[config.mk]
export PLATFORM = sky130hd
export DESIGN_NAME = pong_game_ctrl
export DESIGN_NICKNAME = d
export VERILOG_FILES = /design/src/rtl/pong_pkg.sv /design/src/rtl/pong_game_ctrl_rise_edge.sv /design/src/rtl/pong_game_ctrl.sv
export SDC_FILE = /design/constraint.sdc
export NUM_CORES = 1
export LEC_CHECK = 0
export CORE_ASPECT_RATIO = 0.5
export CORE_UTILIZATION = 34
export DETAILED_ROUTE_END_ITERATION = 10
export PLACE_DENSITY_LB_ADDON = 0.3
export SYNTH_ARGS = -nofsm -noshare
export SYNTH_HDL_FRONTEND = slang
export SYNTH_SLANG_ARGS = --single-unit
[constraint.sdc]
create_clock -name clk -period 2.6 [get_ports clk]
set_clock_uncertainty 0.1 [all_clocks]
set_input_delay 0.26 -clock clk [delete_from_list [all_inputs] [get_ports clk]]
set_output_delay 0.26 -clock clk [all_outputs]
set_load 0.01 [all_outputs]
[src/rtl/pong_pkg.sv]
// Shared encodings for the pong design: game states, countdown codes, system clock rate.
package pong_pkg;

  typedef enum logic [2:0] {
    COUNT = 3'd0,
    PLAY  = 3'd1,
    HOLD  = 3'd2,
    SCORE = 3'd3,
    OVER  = 3'd4
  } game_state_t;

  localparam logic [1:0] CD_IDLE = 2'd0;
  localparam logic [1:0] CD_1    = 2'd1;
  localparam logic [1:0] CD_2    = 2'd2;
  localparam logic [1:0] CD_3    = 2'd3;

  localparam int unsigned CLK_HZ = 100_000_000;

endpackage

[src/rtl/pong_game_ctrl_rise_edge.sv]
// Rising-edge detector for a debounced button level; the previous level is registered.
module rise_edge (
  input  logic clk,
  input  logic reset,
  input  logic level,
  output logic rise
);

  logic level_prev;

  always_ff @(posedge clk) begin
    if (reset) level_prev <= 1'b0;
    else       level_prev <= level;
  end

  assign rise = level & ~level_prev;

endmodule

[src/rtl/pong_game_ctrl.sv]
// Pong game-flow sequencer: countdown, play, user pause, post-point hold and game over.
// Owns both scores and gates ball/paddle motion through run.
module pong_game_ctrl
  import pong_pkg::*;
#(
  parameter int unsigned WIN_SCORE   = 7,
  parameter int unsigned SCORE_W     = 4,
  parameter int unsigned HOLD_CYCLES = CLK_HZ / 2,
  parameter int unsigned TMR_W       = 32
) (
  input  logic               clk,
  input  logic               reset,
  input  logic               pause_btn,
  input  logic               point_l,
  input  logic               point_r,
  input  logic [1:0]         countdown,
  output logic               pause_tick,
  output logic               run,
  output logic               ball_reset,
  output logic               serve_dir,
  output logic [SCORE_W-1:0] score_l,
  output logic [SCORE_W-1:0] score_r,
  output logic               game_over,
  output logic               winner
);

  localparam logic [SCORE_W-1:0] WIN_VAL   = SCORE_W'(WIN_SCORE);
  localparam logic [TMR_W-1:0]   HOLD_LAST = TMR_W'(HOLD_CYCLES - 1);

  game_state_t        state, state_nxt;
  logic               btn_edge;
  logic               wait_start, wait_start_nxt;
  logic [TMR_W-1:0]   timer, timer_nxt;
  logic [SCORE_W-1:0] score_l_inc, score_r_inc;
  logic [SCORE_W-1:0] score_l_nxt, score_r_nxt;
  logic               pause_tick_nxt, run_nxt, ball_reset_nxt, serve_dir_nxt;
  logic               game_over_nxt, winner_nxt;

  rise_edge u_pause_edge (
    .clk   (clk),
    .reset (reset),
    .level (pause_btn),
    .rise  (btn_edge)
  );

  assign score_l_inc = score_l + SCORE_W'(1);
  assign score_r_inc = score_r + SCORE_W'(1);

  always_ff @(posedge clk) begin
    if (reset) begin
      state      <= COUNT;
      wait_start <= 1'b1;
      timer      <= '0;
      score_l    <= '0;
      score_r    <= '0;
      pause_tick <= 1'b0;
      run        <= 1'b0;
      ball_reset <= 1'b0;
      serve_dir  <= 1'b0;
      game_over  <= 1'b0;
      winner     <= 1'b0;
    end else begin
      state      <= state_nxt;
      wait_start <= wait_start_nxt;
      timer      <= timer_nxt;
      score_l    <= score_l_nxt;
      score_r    <= score_r_nxt;
      pause_tick <= pause_tick_nxt;
      run        <= run_nxt;
      ball_reset <= ball_reset_nxt;
      serve_dir  <= serve_dir_nxt;
      game_over  <= game_over_nxt;
      winner     <= winner_nxt;
    end
  end

  // Point events outrank the pause button; lower-priority events in the same cycle are dropped.
  always_comb begin
    state_nxt = state;
    case (state)
      COUNT: if (!wait_start && countdown == CD_IDLE) state_nxt = PLAY;
      PLAY: begin
        if (point_l)       state_nxt = (score_l_inc == WIN_VAL) ? OVER : SCORE;
        else if (point_r)  state_nxt = (score_r_inc == WIN_VAL) ? OVER : SCORE;
        else if (btn_edge) state_nxt = HOLD;
      end
      HOLD:    if (btn_edge) state_nxt = COUNT;
      SCORE:   if (timer == HOLD_LAST) state_nxt = COUNT;
      OVER:    if (btn_edge) state_nxt = COUNT;
      default: state_nxt = COUNT;
    endcase
  end

  always_comb begin
    pause_tick_nxt = 1'b0;
    ball_reset_nxt = 1'b0;
    serve_dir_nxt  = serve_dir;
    score_l_nxt    = score_l;
    score_r_nxt    = score_r;
    game_over_nxt  = game_over;
    winner_nxt     = winner;
    timer_nxt      = timer;
    run_nxt        = (state_nxt == PLAY);
    case (state)
      PLAY: begin
        if (point_l) begin
          score_l_nxt = score_l_inc;
          if (score_l_inc == WIN_VAL) begin
            game_over_nxt = 1'b1;
            winner_nxt    = 1'b0;
          end else begin
            timer_nxt      = '0;
            ball_reset_nxt = 1'b1;
            serve_dir_nxt  = 1'b0;
          end
        end else if (point_r) begin
          score_r_nxt = score_r_inc;
          if (score_r_inc == WIN_VAL) begin
            game_over_nxt = 1'b1;
            winner_nxt    = 1'b1;
          end else begin
            timer_nxt      = '0;
            ball_reset_nxt = 1'b1;
            serve_dir_nxt  = 1'b1;
          end
        end
      end
      HOLD: if (btn_edge) pause_tick_nxt = 1'b1;
      SCORE: begin
        if (timer == HOLD_LAST) begin
          pause_tick_nxt = 1'b1;
          timer_nxt      = '0;
        end else begin
          timer_nxt = timer + TMR_W'(1);
        end
      end
      OVER: begin
        if (btn_edge) begin
          score_l_nxt    = '0;
          score_r_nxt    = '0;
          game_over_nxt  = 1'b0;
          ball_reset_nxt = 1'b1;
          pause_tick_nxt = 1'b1;
          serve_dir_nxt  = 1'b0;
        end
      end
      default: ;
    endcase
  end

  // A new countdown leaves the block at 0 for one cycle before it loads 3; wait until it is seen running.
  always_comb begin
    wait_start_nxt = wait_start;
    if (pause_tick_nxt)              wait_start_nxt = 1'b1;
    else if (countdown != CD_IDLE)   wait_start_nxt = 1'b0;
  end

endmodule
Word-level counts from Yosys, hierarchy flattened

Cells that the tools add are included.

Word-level logic and storage cells: 94
Bits of input ports: 7
Output and inout port bits: 14
Register bits after elaboration: 51

Bitwise operators: 2
Reductions and logical operators: 17
Muxes and demuxes: 42
Add/subtract/negate cells: 3
Eq/ne operators: 18

Operator list:

| cell                    | number |
|---|---|
| $mux W32                | 5 |
| $pmux W32 S2            | 1 |
| $add A32 B1 Y32 const B | 1 |
| $eq A32 B26 Y1 const B  | 1 |
| $mux W3                 | 8 |
| $mux W1                 | 17 |
| $mux W4                 | 4 |
| $pmux W4 S2             | 2 |
| $ne A3 B3 Y1 const B    | 5 |
| $pmux W3 S4             | 1 |
| $reduce_and A4 Y1       | 3 |
| $reduce_and A5 Y1       | 2 |
| $reduce_bool A2 Y1      | 5 |
| $add A4 B1 Y4 const B   | 2 |
| $eq A4 B3 Y1 const B    | 2 |
| $ne A2 B2 Y1 const B    | 4 |
| $pmux W1 S2             | 4 |
| $eq A3 B1 Y1 const B    | 2 |
| $eq A3 B2 Y1 const B    | 2 |
| $reduce_or A2 Y1        | 2 |
| $eq A3 B3 Y1 const B    | 1 |
| $logic_not A3 Y1        | 1 |
| $reduce_and A3 Y1       | 1 |
| $logic_not A2 Y1        | 1 |
| other kinds (5)         | 5 |

Logic depth before layout (Yosys ltp)

Gate-level depths: netlist of the first run.

Depth after elaboration: 7
Mapped depth: 9
Depth with buffers taken out: 8

Cells and area by module

A second synthesis of the first run with hierarchy kept.

Cell total of the unflattened synthesis: 324
Area total of the unflattened synthesis: 2673.8 µm²

By module, submodules not included:

| module         | instances | cells an instance | area an instance (µm²) | seq. area each (µm²) |
|---|---|---|---|---|
| pong_game_ctrl | 1         | 321               | 2626.3                 | 1001.0 |
| rise_edge      | 1         | 3                 | 47.5                   | 20.0 |

Least setup slack after synthesis of the first run

No wires, ideal clock.

Path kind: flip-flop to flip-flop
From: register score_r[1]
To: register serve_dir
Stages on the path, launching flop included: 10
Library setup time: 0.128 ns
Path buffers: 2
Data required time: 2.372 ns
Slack: 0.532 ns
Arrival: 1.840 ns
Period minus slack after synthesis: 2.068 ns
Path through: dfxtp_1 > ha_1 > xnor2_1 > nor3b_2 > a31oi_4 > buf_6 > buf_2 > a21oi_1 > mux2i_1 > nor2_1

Longest elaborated chain between the ends: 4

Ends and longest elaborated chain:

| element                     | line                  | text |
|---|---|---|
| from (decl)                 | pong_game_ctrl.sv:22  | `output logic [SCORE_W-1:0] score_r,` |
| from (signal assigned)      | pong_game_ctrl.sv:67  | `score_r <= score_r_nxt;` |
| $add A4 B1 Y4               | pong_game_ctrl.sv:47  | `assign score_r_inc = score_r + SCORE_W'(1);` |
| $eq A4 B3 Y1                | pong_game_ctrl.sv:118 | `if (score_r_inc == WIN_VAL) begin` |
| $ne A3 B3 Y1 (no line)      | --                    |  |
| $reduce_and A5 Y1 (no line) | --                    |  |
| to (signal assigned)        | pong_game_ctrl.sv:71  | `serve_dir <= serve_dir_nxt;` |
| to (decl)                   | pong_game_ctrl.sv:20  | `output logic serve_dir,` |

Every way passes these cells.
A chain may end at the register's enable or synchronous reset.

Worst setup path after layout of the first run

From: register score_r[1]
To: register timer[23]

Longest elaborated chain between the ends: 4

Ends and longest elaborated chain:

| element                     | line                  | text |
|---|---|---|
| $add A4 B1 Y4               | pong_game_ctrl.sv:47  |  |
| $eq A4 B3 Y1                | pong_game_ctrl.sv:118 |  |
| $ne A3 B3 Y1 (no line)      | --                    |  |
| $reduce_and A4 Y1 (no line) | --                    |  |
| to (signal assigned)        | pong_game_ctrl.sv:65  | `timer <= timer_nxt;` |
| to (decl)                   | pong_game_ctrl.sv:33  | `logic [TMR_W-1:0] timer, timer_nxt;` |

Every way passes these cells.

==> results of run 1 <==
[layout make-up]
class | count | area share
tap | 108 | 0.0427
sequential | 51 | 0.323
inverter | 7 | 0.00830
clock inverter | 1 | 0.00158
timing repair buffer | 26 | 0.0775
multi-input combinational | 251 | 0.504
clock buffer | 6 | 0.0439
[flip-flops by register name, indices dropped and copies added (netlist names)]
name and flops:
run 1, score_l 4, serve_dir 1, pause_tick 1, ball_reset 1, winner 1
wait_start 1, state 3, u_pause_edge.level_prev 1, timer 32, game_over 1, score_r 4
[cells in the final DEF, fill, tap and decap left out, types with 3 or more instances in the layout]
cell and count:
clkbuf_16 5, dfxtp_1 51, nand4_1 6, o2111ai_1 9, nor2_1 41, nor2b_1 5
clkdlybuf4s50_1 20, and4_1 5, o211ai_1 5, nand2_1 24, or4_1 6, and3_1 6
nand2b_1 3, a211oi_1 3, nor3_1 5, nor4_1 4, o21ai_0 14, inv_1 7
o31ai_1 6, or3_1 9, a21oi_1 29, buf_4 6, and2_1 7, nand3_1 7
ha_1 5, xnor2_1 6, xor2_1 11
[critical path, stage by stage, from the launching register on]
cell and delay, ns:
dfxtp_1 0.42, ha_1 0.24, xnor2_1 0.09, nor3b_2 0.26
a31oi_4 0.15, buf_4 0.24, o21ai_1 0.46, o21ai_0 0.17
a21oi_1 0.15
[timing repair]
action                                  in CTS  in global routing
hold endpoints to repair                     0                  0
endpoints found under the setup margin       0                  2
gates resized for setup                      0                  1
[stage by stage]
step | util | instances
after floorplan | - | 320
after global placement | 0.402 | 443
after detailed placement | 0.402 | 443
after CTS | 0.421 | 450
after global routing | 0.423 | 450
final | 0.423 | 450
[power groups by stage]
stage	clock [mW]	combinational [mW]	sequential, mW
4_1_cts	0.663	0.123	0.803
2_1_floorplan	0	0.0786	0.820
6_report	0.649	0.124	0.804
3_5_place_dp	0	0.123	0.820
5_1_grt	0.698	0.135	0.805
3_3_place_gp	0	0.121	0.820
[cells by family (layout without fill, tap and decap cells)]
kind of cell    Yosys count  count (layout)  share of synthesized area
simple gates            143             143                      0.290
fa+ha+maj                 5               5                     0.0233
xor+xnor                 17              17                     0.0555
mux                       2               2                    0.00746
compound gates           84              84                      0.213
flops                    51              51                      0.380
buf+inv                  18              40                     0.0303
[layer usage]
layer | vias to the layer above | share of wire | global-route usage
met4 | 0 | 0.010 | 0.0559
met3 | 6 | 0.036 | 0.0372
met5 | - | 0 | 0
met1 | 1116 | 0.49 | 0.196
met2 | 51 | 0.47 | 0.287
li1 | 1220 | - | -
[final timing paths]
kind         cells after the start        end        from  slack, ns
min reg2reg                      2  game_over   game_over       0.37
min                              2  game_over   game_over       0.37
max reg2reg                      8  timer[23]  score_r[1]       0.24
max                              8  timer[23]  score_r[1]       0.24
==> metrics.cfg, run 1 <==
[final_layout]
area_growth_pct=17.9
final_area_um2=3170
drive_gt1_frac=0.0789
fill_cells=754
fin_nets=354
seq_area_um2=1020
multi_input_area_um2=1590
diodes=0

[sta]
slew_headroom=0.636
final.setup.worst_slack_ns=0.240
setup_viol=0
finalSetupTns_ns=0
hold_ws_ns=0.374
final-max-slew-violation-count=0
fin_crit_ns=2.36
fmax_mhz=424
rsz0062_at_grt=false
post-route-period-util=0.908
worstMarginPinSlew_ns=0.542
hold_viol_final=0

[drt]
drc=0
drtIter0Drc=115
first_pass_iters=4
wl_per_cell_um=14.0
avgViaCountPerCell=5.32
num_vias=2393
routed_wl_um=6310
antenna_left=0

[placed_design]
portBuffers=20
gp_congestion=0.841
hpwl_um=4460
place_ws_ns=0.0825
placed_cell_area_um2=3010

[power_and_ir_drop]
p_leak_nw=1.02
switchingPower_mw=0.364
power_frac_comb=0.079
p_per_area_nw_per_um2=498
vdd_drop_max_mv=0.266
p_total_mw=1.58
p_seq_frac=0.510
p_sw_frac=0.231
power_frac_clock=0.412
intPower_mw=1.21

[global_route]
gr-total-overflow=0
grt_max_degree=20
grt_pass1_vias=2335
antenna_found_initial=0
grt_pass1_wl_um=10600
grtUsageTotal=0.162

[yosys]
synthDominantCellAreaShare=0.380
post_synth.cell_area_avg_um2=8.39
ys.warnings.count=0
ys_ff_latch=51
synth_commonest_cells=51 x dfxtp_1, 41 x nor2_1, 29 x a21oi_1
synth_area_um2=2690
synthTopCellsByArea=dfxtp_1 38%, nor2_1 5.7%, a21oi_1 5.4%
synth.largest_area_cell=dfxtp_1
synth_most_common_cell=dfxtp_1
yosysSeqAreaShare=0.380
postSynth.asyncResetShare=0
syn-num-nets=332
synth_edf_count=0
post_synth_num_cell_types=55
ys.flop_type=dfxtp_1
synthCells=320

[worst_setup_path]
path_class=reg -> reg
worst_setup_path_start_kind=flop
crit_fanout=19
crit_required_ns=2.72
end_kind=flop
cp.arrival_ns=2.48

[worst_hold_path]
min_path_type=reg -> reg

[clock_network]
cts_num_sinks=51
clk_latency_ns=0.29
cts_root_buf=clkbuf_16
cts_tree=done
clkTransAtPathRegs_ns=0.06
cts_made_buffers=5
post_cts_buffers=0
cts_max_level=2
cts_buffer_depth=2
hold_buffers=0

[floorplanning]
die-area_um2=8280
core_um2=7490
io_pins=21
die_w_um=128
die_y_um=64.8
initial_core_util=0.359
row_count=22

[flow_run]
drv_cap=0

[status]
status=completed

Power figures use the tool's default switching activity.
==> run 2: changes to the inputs <==
==> constraint.sdc (replaced) <==
create_clock -name clk -period 2.52 [get_ports clk]
set_clock_uncertainty 0.1 [all_clocks]
set_input_delay 0.252 -clock clk [delete_from_list [all_inputs] [get_ports clk]]
set_output_delay 0.252 -clock clk [all_outputs]
set_load 0.01 [all_outputs]
==> run 2 against run 1 <==
Clock power rose by 1%; critical path type unchanged; cell count rose by 1.8%; critical path depth did not move; die area did not move; combinational power barely moved; largest cell class unchanged; total power rose by 2.3%; non-clock buffer count rose by 7; core utilization rose by 0.48 points.
==> metrics.cfg, run 2 (same netlist as run 1, synthesis figures left out) <==
[clock_network]
clk_latency_ns=0.29  ; about the same
cts_tree=done
cts_num_sinks=51  ; unchanged
cts_max_level=2  ; unchanged
cts_buffer_depth=2  ; unchanged
post_cts_buffers=0  ; unchanged
clkTransAtPathRegs_ns=0.06  ; about the same
cts_made_buffers=5  ; unchanged
cts_resized=0  ; unchanged
hold_buffers=0  ; unchanged
cts_root_buf=clkbuf_16

[sta]
finalSetupTns_ns=0  ; unchanged
final-max-slew-violation-count=0  ; unchanged
hold_ws_ns=0.377  ; +0.00310 ns
fmax_mhz=428  ; +1.0%
fin_crit_ns=2.34  ; -0.0234 ns
hold_viol_final=0  ; unchanged
rsz0062_at_grt=false
slew_headroom=0.709  ; +0.0726
post-route-period-util=0.927  ; +0.0195
setup_viol=0  ; unchanged
worstMarginPinSlew_ns=0.434  ; -0.108 ns
final.setup.worst_slack_ns=0.183  ; -0.0566 ns

[placed_design]
placed_cell_area_um2=3060  ; +1.7%
portBuffers=20  ; unchanged
gp_congestion=0.849  ; +0.90%
place_ws_ns=0.0700  ; -0.0125 ns
placed_cells=450  ; +1.6%
hpwl_um=4540  ; +1.8%

[drt]
drc=0  ; unchanged
avgViaCountPerCell=5.35  ; +0.68%
first_pass_iters=4  ; unchanged
wl_per_cell_um=13.6  ; -3.1%
drtIter0Drc=117  ; +1.7%
routed_wl_um=6230  ; -1.4%
antenna_left=0  ; unchanged
num_vias=2452  ; +2.5%

[power_and_ir_drop]
p_total_mw=1.61  ; +2.3%
switchingPower_mw=0.381  ; +4.8%
p_seq_frac=0.514  ; +0.004
p_sw_frac=0.236  ; +0.00566
power_frac_clock=0.408  ; -0.004
vdd_drop_max_mv=0.307  ; +15%
intPower_mw=1.23  ; +1.5%
p_per_area_nw_per_um2=504  ; +1.1%
power_frac_comb=0.078  ; about the same
p_leak_nw=1.05  ; +2.7%

[floorplanning]
initial_core_util=0.359  ; unchanged
io_pins=21  ; unchanged
die_y_um=64.8  ; unchanged
core_um2=7490  ; unchanged
die-area_um2=8280  ; unchanged
row_count=22  ; unchanged
die_w_um=128  ; unchanged

[final_layout]
seq_area_um2=1020  ; +0.12%
final_area_um2=3200  ; +1.1%
final_common_cell=dfxtp_1
largest_register_ffs=32  ; unchanged
diodes=0  ; unchanged
top_regs=timer (32), score_l (4), score_r (4)
final_cell_mix=50 x dfxtp_1, 41 x nor2_1, 29 x a21oi_1, 24 x nand2_1, 20 x clkdlybuf4s50_1
fin_nets=361  ; +2.0%
fill_cells=777  ; +3.1%
regMostFlops=timer
fin_cells=458  ; +1.8%
postLayoutCoreUtil=0.428  ; +0.00485
area_growth_pct=19.2
multi_input_area_um2=1580  ; -0.71%
drive_gt1_frac=0.0971  ; +0.0182

[global_route]
grt-busiest-layer=met2
grtUsageTotal=0.164  ; +0.00191
grt_max_degree=22  ; +10%
gr-total-overflow=0  ; unchanged
met3_usage=0.0347  ; -0.00248
met1_usage=0.208  ; +0.0123
grt_pass1_wl_um=10800  ; +1.3%
antenna_found_initial=0  ; unchanged
grt_pass1_vias=2313  ; -0.94%
grtUsageMet2=0.273  ; -0.0137

[worst_hold_path]
min_path_type=reg -> reg
min_to=wait_start
worstHoldPathCells=2  ; unchanged
worstHoldStart=wait_start

[worst_setup_path]
reg2reg_depth=8  ; unchanged
crit_fanout=8  ; -11
crit_required_ns=2.65  ; -0.07 ns
reg2reg_from=score_l[0]
worst_setup_path_start_kind=flop
r2r_slack_ns=0.18  ; -0.06 ns
cp.arrival_ns=2.46  ; -0.02 ns
worstReg2RegEnd=timer[17]
path_class=reg -> reg
end_kind=flop

[flow_run]
drv_cap=0  ; unchanged

[status]
status=completed

run 2: cell types whose count changed in the layout (fill, tap and decap cells not counted), sizes merged:
cell    previous run  this run
buf                6        13
clkbuf             6         7
run 2: worst max-delay path by stage:
stage                    start        end  slack, ns
floorplan           score_r[1]  serve_dir       0.45
global placement       point_l  timer[25]       0.14
detailed placement     point_l   timer[5]       0.07
CTS                 score_l[0]  timer[17]       0.11
global route        score_l[0]  timer[17]     0.0002
finish              score_l[0]  timer[17]       0.18
run 2: power by group through the flow:
stage | clock network (mW) | registers [mW] | logic [mW]
detailed placement | 0 | 0.847 | 0.124
global route | 0.710 | 0.830 | 0.137
finish | 0.658 | 0.829 | 0.125
global placement | 0 | 0.846 | 0.123
floorplan | 0 | 0.846 | 0.0811
CTS | 0.679 | 0.829 | 0.125
run 2: layer usage:
metal / routed length (µm) / up-vias
li1: - / 1234
met1: 3000 / 1163
met2: 2900 / 47
met3: 241 / 8
met4: 88 / 0
met5: 0 / -
run 2: worst max-delay path, cell delays in order (launching register included):
cell       delay (ns)
dfxtp_2          0.36
ha_1             0.26
xnor2_1          0.24
a211o_1          0.17
nand2b_1         0.14
o2111ai_2        0.24
buf_4            0.22
or4_1            0.39
a21oi_1          0.14
run 2: layout make-up:
class                           count  area share
Multi-Input combinational cell    251       0.494
Sequential cell                    51       0.319
Timing Repair Buffer               33      0.0930
Tap cell                          108      0.0422
Clock buffer                        7      0.0414
Inverter                            7     0.00821
Clock inverter                      1     0.00156
